===== src/rtl/spi_pkg.sv =====
// spi_pkg: shared types and helpers for the SPI master controller.
// Mode encodings are {cpol, cpha}.
package spi_pkg;

   typedef enum logic [1:0] {IDLE, SETUP, XFER, HOLD} spi_state_e;

   localparam logic [1:0] SPI_MODE0 = 2'b00;
   localparam logic [1:0] SPI_MODE1 = 2'b01;
   localparam logic [1:0] SPI_MODE2 = 2'b10;
   localparam logic [1:0] SPI_MODE3 = 2'b11;

   function automatic int ss_w(input int n);
      return (n > 1) ? $clog2(n) : 1;
   endfunction

endpackage


===== src/rtl/spi_master_ctrl_if.sv =====
// spi_master_ctrl_if: word handshake plus SPI pin bundle for spi_master_ctrl.
// SPI_MASTER_LOOPBACK_EN adds the loopback request bit.
interface spi_master_ctrl_if
   import spi_pkg::*;
#(
   parameter int DATA_W = 8,
   parameter int NUM_SS = 4,
   parameter int DIV_W  = 8
);
   localparam int SS_W = ss_w(NUM_SS);

   logic              tx_valid;
   logic              tx_ready;
   logic [DATA_W-1:0] tx_data;
   logic [SS_W-1:0]   tx_ss_sel;
   logic              cpol;
   logic              cpha;
   logic [DIV_W-1:0]  clk_div;
   logic              rx_valid;
   logic [DATA_W-1:0] rx_data;
   logic              busy;
   logic              sclk;
   logic              mosi;
   logic              miso;
   logic [NUM_SS-1:0] ss_n;
`ifdef SPI_MASTER_LOOPBACK_EN
   logic              loopback;
`endif

   modport master (
      output tx_valid, tx_data, tx_ss_sel, cpol, cpha, clk_div, miso,
`ifdef SPI_MASTER_LOOPBACK_EN
      output loopback,
`endif
      input  tx_ready, rx_valid, rx_data, busy, sclk, mosi, ss_n
   );

   modport slave (
      input  tx_valid, tx_data, tx_ss_sel, cpol, cpha, clk_div, miso,
`ifdef SPI_MASTER_LOOPBACK_EN
      input  loopback,
`endif
      output tx_ready, rx_valid, rx_data, busy, sclk, mosi, ss_n
   );

endinterface


===== src/rtl/spi_clk_gen.sv =====
// spi_clk_gen: half-period timer and SCLK edge counter; tick marks the end of
// every H-cycle interval, the edge pulses only fire while transferring.
module spi_clk_gen #(
   parameter int DATA_W = 8,
   parameter int DIV_W  = 8
) (
   input  logic             clk,
   input  logic             rst_n,
   input  logic             en,
   input  logic             xfer,
   input  logic [DIV_W-1:0] div,
   output logic             tick,
   output logic             lead_pulse,
   output logic             trail_pulse,
   output logic             last_edge
);
   localparam int EW = $clog2(2 * DATA_W + 1);

   logic [DIV_W-1:0] cnt;
   logic [EW-1:0]    ecnt;

   always_ff @(posedge clk or negedge rst_n) begin
      if (!rst_n) begin
         cnt  <= '0;
         ecnt <= '0;
      end else begin
         cnt  <= (!en || tick) ? '0 : cnt + 1'b1;
         ecnt <= !xfer ? '0 : (tick ? ecnt + 1'b1 : ecnt);
      end
   end

   // Even edge indices are leading edges, odd ones trailing.
   assign tick        = en && (cnt == div);
   assign lead_pulse  = tick && xfer && !ecnt[0];
   assign trail_pulse = tick && xfer && ecnt[0];
   assign last_edge   = tick && xfer && (ecnt == EW'(2 * DATA_W - 1));

endmodule


===== src/rtl/spi_master_ctrl.sv =====
// spi_master_ctrl: SPI master engine, all four modes, programmable divider,
// NUM_SS selects; SPI_MASTER_LOOPBACK_EN samples the internal mosi instead of miso.
module spi_master_ctrl
   import spi_pkg::*;
#(
   parameter int DATA_W = 8,
   parameter int NUM_SS = 4,
   parameter int DIV_W  = 8
) (
   input logic           clk,
   input logic           rst_n,
   spi_master_ctrl_if.slave bus
);
   localparam int SS_W = ss_w(NUM_SS);

   spi_state_e        state;
   logic [DATA_W-1:0] tx_sh, rx_sh, rx_data_q;
   logic [DIV_W-1:0]  div_q;
   logic [NUM_SS-1:0] ss_n_q;
   logic              cpol_q, cpha_q;
   logic              tx_ready_q, busy_q, rx_valid_q, sclk_q, mosi_q;
   logic              tick, lead, trail, last;
   logic              sample_bit, drive_en, sample_en;

   function automatic logic [NUM_SS-1:0] ss_decode(input logic [SS_W-1:0] sel);
      for (int i = 0; i < NUM_SS; i++) ss_decode[i] = (int'(sel) != i);
   endfunction

`ifdef SPI_MASTER_LOOPBACK_EN
   logic lb_q;
   always_ff @(posedge clk or negedge rst_n) begin
      if (!rst_n) lb_q <= 1'b0;
      else if (state == IDLE && bus.tx_valid) lb_q <= bus.loopback;
   end
   assign sample_bit = lb_q ? mosi_q : bus.miso;
`else
   assign sample_bit = bus.miso;
`endif

   spi_clk_gen #(.DATA_W(DATA_W), .DIV_W(DIV_W)) u_clk_gen (
      .clk        (clk),
      .rst_n      (rst_n),
      .en         (state != IDLE),
      .xfer       (state == XFER),
      .div        (div_q),
      .tick       (tick),
      .lead_pulse (lead),
      .trail_pulse(trail),
      .last_edge  (last)
   );

   // cpha=0 drives on trailing edges (not after the final one), cpha=1 on leading.
   assign drive_en  = cpha_q ? lead : (trail && !last);
   assign sample_en = cpha_q ? trail : lead;

   always_ff @(posedge clk or negedge rst_n) begin
      if (!rst_n) begin
         state      <= IDLE;
         tx_ready_q <= 1'b1;
         busy_q     <= 1'b0;
         rx_valid_q <= 1'b0;
         rx_data_q  <= '0;
         sclk_q     <= 1'b0;
         mosi_q     <= 1'b0;
         ss_n_q     <= '1;
         tx_sh      <= '0;
         rx_sh      <= '0;
         cpol_q     <= 1'b0;
         cpha_q     <= 1'b0;
         div_q      <= '0;
      end else begin
         rx_valid_q <= 1'b0;
         case (state)
            IDLE: begin
               sclk_q <= bus.cpol;
               mosi_q <= 1'b0;
               if (bus.tx_valid) begin
                  state      <= SETUP;
                  tx_ready_q <= 1'b0;
                  busy_q     <= 1'b1;
                  cpol_q     <= bus.cpol;
                  cpha_q     <= bus.cpha;
                  div_q      <= bus.clk_div;
                  ss_n_q     <= ss_decode(bus.tx_ss_sel);
                  tx_sh      <= bus.cpha ? bus.tx_data : bus.tx_data << 1;
                  mosi_q     <= bus.cpha ? 1'b0 : bus.tx_data[DATA_W-1];
                  rx_sh      <= '0;
               end
            end
            SETUP: if (tick) state <= XFER;
            XFER: begin
               if (tick) sclk_q <= last ? cpol_q : ~sclk_q;
               if (drive_en) begin
                  mosi_q <= tx_sh[DATA_W-1];
                  tx_sh  <= tx_sh << 1;
               end
               if (sample_en) rx_sh <= {rx_sh[DATA_W-2:0], sample_bit};
               if (last) state <= HOLD;
            end
            HOLD: if (tick) begin
               state      <= IDLE;
               ss_n_q     <= '1;
               mosi_q     <= 1'b0;
               rx_valid_q <= 1'b1;
               rx_data_q  <= rx_sh;
               tx_ready_q <= 1'b1;
               busy_q     <= 1'b0;
            end
            default: state <= IDLE;
         endcase
      end
   end

   assign bus.tx_ready = tx_ready_q;
   assign bus.busy     = busy_q;
   assign bus.rx_valid = rx_valid_q;
   assign bus.rx_data  = rx_data_q;
   assign bus.sclk     = sclk_q;
   assign bus.mosi     = mosi_q;
   assign bus.ss_n     = ss_n_q;

endmodule


===== src/flat_wrapper.sv =====
// flat-port wrapper written by rule: the top's interface ports become plain ports
module spi_master_ctrl_flat import spi_pkg::*;
#(
   parameter int DATA_W = 8,
   parameter int NUM_SS = 4,
   parameter int DIV_W  = 8
)
  (clk, rst_n, bus_tx_valid, bus_tx_data, bus_tx_ss_sel, bus_cpol, bus_cpha, bus_clk_div, bus_miso, bus_tx_ready, bus_rx_valid, bus_rx_data, bus_busy, bus_sclk, bus_mosi, bus_ss_n);
  spi_master_ctrl_if #(.DATA_W(DATA_W), .NUM_SS(NUM_SS), .DIV_W(DIV_W)) bus_i ();
  input logic clk;
  input logic rst_n;
  input wire logic [$bits(bus_i.tx_valid)-1:0] bus_tx_valid;
  input wire logic [$bits(bus_i.tx_data)-1:0] bus_tx_data;
  input wire logic [$bits(bus_i.tx_ss_sel)-1:0] bus_tx_ss_sel;
  input wire logic [$bits(bus_i.cpol)-1:0] bus_cpol;
  input wire logic [$bits(bus_i.cpha)-1:0] bus_cpha;
  input wire logic [$bits(bus_i.clk_div)-1:0] bus_clk_div;
  input wire logic [$bits(bus_i.miso)-1:0] bus_miso;
  output wire logic [$bits(bus_i.tx_ready)-1:0] bus_tx_ready;
  output wire logic [$bits(bus_i.rx_valid)-1:0] bus_rx_valid;
  output wire logic [$bits(bus_i.rx_data)-1:0] bus_rx_data;
  output wire logic [$bits(bus_i.busy)-1:0] bus_busy;
  output wire logic [$bits(bus_i.sclk)-1:0] bus_sclk;
  output wire logic [$bits(bus_i.mosi)-1:0] bus_mosi;
  output wire logic [$bits(bus_i.ss_n)-1:0] bus_ss_n;
  assign bus_i.tx_valid = bus_tx_valid;
  assign bus_i.tx_data = bus_tx_data;
  assign bus_i.tx_ss_sel = bus_tx_ss_sel;
  assign bus_i.cpol = bus_cpol;
  assign bus_i.cpha = bus_cpha;
  assign bus_i.clk_div = bus_clk_div;
  assign bus_i.miso = bus_miso;
  assign bus_tx_ready = bus_i.tx_ready;
  assign bus_rx_valid = bus_i.rx_valid;
  assign bus_rx_data = bus_i.rx_data;
  assign bus_busy = bus_i.busy;
  assign bus_sclk = bus_i.sclk;
  assign bus_mosi = bus_i.mosi;
  assign bus_ss_n = bus_i.ss_n;
  spi_master_ctrl #(.DATA_W(DATA_W), .NUM_SS(NUM_SS), .DIV_W(DIV_W)) u_core (.clk(clk), .rst_n(rst_n), .bus(bus_i));
endmodule

===== config.mk =====
export PLATFORM = sky130hd
export DESIGN_NAME = spi_master_ctrl_flat
export DESIGN_NICKNAME = d
export VERILOG_FILES = /design/src/rtl/spi_pkg.sv /design/src/rtl/spi_master_ctrl_if.sv /design/src/rtl/spi_clk_gen.sv /design/src/rtl/spi_master_ctrl.sv /design/src/flat_wrapper.sv
export SDC_FILE = /design/constraint.sdc
export NUM_CORES = 1
export LEC_CHECK = 0
export CORE_ASPECT_RATIO = 1.5
export CORE_MARGIN = 8
export CORE_UTILIZATION = 54
export CTS_BUF_LIST = sky130_fd_sc_hd__clkbuf_16
export DETAILED_ROUTE_END_ITERATION = 12
export GPL_ROUTABILITY_DRIVEN = 1
export PLACE_DENSITY = 0.85
export SLEW_MARGIN = 20
export SYNTH_ARGS = -nofsm -noshare
export SYNTH_HDL_FRONTEND = slang
export SYNTH_SLANG_ARGS = --single-unit

===== constraint.sdc =====
create_clock -name clk -period 2.5 [get_ports clk]
set_input_delay 0.625 -clock clk [delete_from_list [all_inputs] [get_ports clk]]
set_output_delay 0.625 -clock clk [all_outputs]
set_load 0.01 [all_outputs]

==> results <==
- Routability-driven placement finished with a final weighted congestion of 0.8757.
- The number of placement rows is 33.
- The required time at the endpoint of the critical path is 2.71 ns.
- The critical path's largest stage delay is 0.49 ns.
- The total core area is 0.005368 mm^2.
- After detailed routing, the average wire length per cell comes to ~16 um.
- Setup repair after global routing left no endpoint under its margin.
- The average instance in the mapped netlist occupies 10.26 um^2.
- The cell occurring most often along the worst timing path is sky130_fd_sc_hd__ha_1.
- In the global route stage, overall resource usage came out at about 17%.
- Counting every net in the synthesized netlist gives 318.
- The static power due to leakage is 1.748 nW.
- The total die area is between 0.008 and 0.009 mm^2.
- In the routed design, unresolved DRC markers number 0.
- The biggest area contributor in the post-synthesis netlist is sky130_fd_sc_hd__dfrtp_1.
- The worst setup skew after layout is between 0.006 and 0.007 ns.
- Headroom to the max-slew limit came out at 56.21%.
- The kind of critical path is flip-flop to flip-flop.
- The final antenna diode count is 0.
- The final count of hold timing violations came to 0.
- The detail-routed via count per cell is 5.629.
- The total CTS buffers is 9.
- The gate count of the mapped netlist is 286.
- The share of flip-flops with an asynchronous set or reset after synthesis is 100.0%.
- The number of slew-limit violations in the final report was 0.
- The commonest register cell after synthesis is sky130_fd_sc_hd__dfrtp_1.
- The worst-case clock buffer depth is 2.
- The worst setup path is captured at a flip-flop.
- By area the synthesized netlist is led by sky130_fd_sc_hd__dfrtp_1 (45%), sky130_fd_sc_hd__mux2_2 (7.7%), sky130_fd_sc_hd__nand2_1 (5.9%).
- The final critical path takes up roughly 97% of the cycle.
- The sum of negative setup slack is 0 ns.
- The clock tree root driver cell is sky130_fd_sc_hd__clkbuf_16.
- The transition time at the pin with the least slew margin is 0.6569 ns.
- Across the run, the number of max-cap violations was 0.
- The top achievable clock speed is a little over 0.4 GHz.
- The clock-pin slew on the worst setup and hold paths is 0.05 ns.
- The initial antenna violation count is 0.
- The floorplan die width is roughly 76 um.
- The wire length of the first global-routing pass is 11200 um.
- The signal on the critical path passes through ha_1, and3_1, ha_1, or3b_2, a31oi_1, nand4_1, o31ai_1, mux2_2.
- The run finished with clean final reports.
- The total detailed-routing wirelength is approximately 6600 um.
- CTS saw 58 sinks.
- The via count of the first global-routing pass is 2471.
- The minimum clock period after layout is 2.416 ns.
- The first TritonRoute pass finished after 6 iterations.
- The final-stage net count is 367.
- Counting flops and latches in the post-synthesis netlist gives 58.
- The power density of the placed cells is 1148 mW/mm^2.
- The number of flops mapped to enable cells by yosys is 0.
- TritonCTS built the clock tree.
- The floorplan die height is 106.3 um.
- In this run the worst hold path is classified as input port to async pin.
- The wire-length estimate of the detail-placed layout is around 4600 um.
- Setup violations remaining at the end of the flow were counted as 0.
- The initial utilization of the core area, before any placement, comes to 54.69%.
- The worst supply voltage drop on vdd is 0.0007649 V.
- Sequential elements use 49.66% of the synthesized area.
- The share of final-layout standard cells stronger than drive strength 1 is 16.76%.
- The routed layout has 2308 vias.
- For this run, the number of Yosys warnings is 0.
- The count of unique library cells instantiated by Yosys is 44.
- The clock latency reported for the late side of the worst-skew pair is 0.33 ns.
- The share of Yosys cell area claimed by the top area cell type is 45.18%.
- 41 I/O pins were placed.
- The total overflow left after global routing is 0.
- For this design, the CTS-stage hold fixing added 0 buffers.
- Buffers placed on the I/O ports in this run total 40.
- CTS built an H-tree with a depth of 3.
- The nature of the critical path startpoint is a flip-flop.
- The slowest stage cell on the critical path is sky130_fd_sc_hd__or3b_2.
- The post-synth design cell area is 0.002935 mm^2.
- The core occupancy in the finished layout is slightly below 70%.
- The detailed router finished its first iteration with 114 violations.
- The total chip power is 4.276 mW.
- The count of nets left with antenna violations once routing finished came out at 0.
- STA puts the critical path data arrival time at 2.62 ns.
- The largest driver fanout on the critical path is 4.
- The synthesis-to-layout area growth is 26.90%.
- The pin count of the biggest net entering global routing is 31.
layer usage:
| metal | global-route usage (%) | share of wire (%) |
|---|---|---|
| met5 | 0 | 0 |
| met4 | 10.50 | 2.9 |
| met3 | 4.307 | 4.5 |
| met2 | 28.76 | 53 |
| met1 | 18.64 | 39 |
final timing paths:
check	start	end	slack (ns)	cells after the start
min in group clk	u_core.div_q[3]	u_core.div_q[3]	0.50	2
worst min-delay path	rst_n	u_core.bus.rx_data[5]	0.32	1
worst max register to register	u_core.u_clk_gen.ecnt[1]	u_core.bus.mosi	0.08	8
worst max-delay path	u_core.u_clk_gen.ecnt[1]	u_core.bus.mosi	0.08	8
max in group asynchronous	rst_n	u_core.tx_sh[5]	1.58	2
worst min register to register	u_core.div_q[3]	u_core.div_q[3]	0.50	2
synthesized netlist by cell type, types with 2 or more instances:
cell / instances
sky130_fd_sc_hd__mux2i_1: 13
sky130_fd_sc_hd__o22ai_1: 7
sky130_fd_sc_hd__xnor2_1: 3
sky130_fd_sc_hd__inv_1: 14
sky130_fd_sc_hd__nand2_1: 46
sky130_fd_sc_hd__nor2_1: 16
sky130_fd_sc_hd__dfrtp_1: 53
sky130_fd_sc_hd__nand2b_1: 7
sky130_fd_sc_hd__buf_4: 2
sky130_fd_sc_hd__nor3_1: 2
sky130_fd_sc_hd__o21ai_0: 14
sky130_fd_sc_hd__nand3_1: 7
sky130_fd_sc_hd__ha_1: 8
sky130_fd_sc_hd__dfstp_2: 5
sky130_fd_sc_hd__a21oi_1: 15
sky130_fd_sc_hd__mux2_2: 20
sky130_fd_sc_hd__and3_1: 5
sky130_fd_sc_hd__a311oi_1: 2
sky130_fd_sc_hd__a211oi_1: 2
sky130_fd_sc_hd__nand3b_1: 2
sky130_fd_sc_hd__a31oi_1: 2
sky130_fd_sc_hd__nand4_1: 2
sky130_fd_sc_hd__xor2_1: 12
sky130_fd_sc_hd__clkbuf_1: 7
area by class of cell:
cell class | instances | area [um^2]
clock buffer | 9 | 225.2
clock inverter | 7 | 46.29
fill | 409 | 1643
inverter | 14 | 52.55
multi-input combinational | 202 | 1373
sequential | 58 | 1458
tap | 70 | 87.58
timing repair buffer | 50 | 483.0
metrics by stage:
step / setup slack (ns) / area (um^2) / cells / hold WS, ns
after global routing: 0.009690 / 3725 / 410 / 0.3710
after detailed placement: 0.02681 / 3445 / 394 / 0.4873
after CTS: 0.03173 / 3716 / 410 / 0.3426
after global placement: 0.2011 / 3445 / 394 / 0.4759
after floorplan: 0.2047 / 2935 / 286 / 0.3294
final: 0.08425 / 3725 / 410 / 0.3249
worst max-delay path, delay by kind of cell, from the launching register on:
family          cells  cell delay, ns
simple gates        3            0.79
fa+ha+maj           2            0.44
flops               1            0.39
mux                 1            0.36
compound gates      2            0.32
registers in the layout (all words and copies together), names as in the netlist, 2 cells and up:
signal                 cells
u_core.rx_sh               8
u_core.state               2
u_core.bus.rx_data         8
u_core.bus.ss_n            4
u_core.u_clk_gen.cnt       8
u_core.div_q               8
u_core.u_clk_gen.ecnt      5
u_core.tx_sh               8
placed cells by master (no fill, tap or decap), drive strengths merged, types with 4 or more instances in the layout:
cell type | netlist | final
xor2 | 12 | 12
buf | 5 | 11
inv | 14 | 14
mux2 | 20 | 20
dfstp | 5 | 5
nand2 | 47 | 47
o21ai | 14 | 14
dfrtp | 53 | 53
clkdlybuf4s50 | 0 | 39
nor2 | 16 | 16
ha | 8 | 8
clkbuf | 7 | 9
nand3 | 7 | 7
a21oi | 15 | 15
o22ai | 7 | 7
and3 | 5 | 5
nand4 | 4 | 4
mux2i | 13 | 13
nand2b | 7 | 7
clkinv | 0 | 5
report_power, final:
part | internal (mW) | leakage (nW) | switching [mW] | total (mW)
Clock | 0.664 | 0.129 | 0.430 | 1.09
Sequential | 1.28 | 0.734 | 0.247 | 1.53
Combinational | 0.742 | 0.885 | 0.910 | 1.65
Total | 2.69 | 1.75 | 1.59 | 4.28
logic make-up (layout without fill, tap and decap cells):
group / Yosys count / after routing / share of synthesized area [%]
simple gates: 97 / 97 / 16.45
compound gates: 49 / 49 / 10.02
xor+xnor: 15 / 15 / 4.476
fa+ha+maj: 8 / 8 / 3.410
mux: 33 / 33 / 12.11
flops: 58 / 58 / 49.66
buf+inv: 26 / 80 / 3.879
repair_timing:
item / CTS / global route
gates resized for setup: 0 / 1
endpoints found under the setup margin: 0 / 8
setup buffers: 0 / 0
Note: power is estimated with default switching activity, not from simulation.
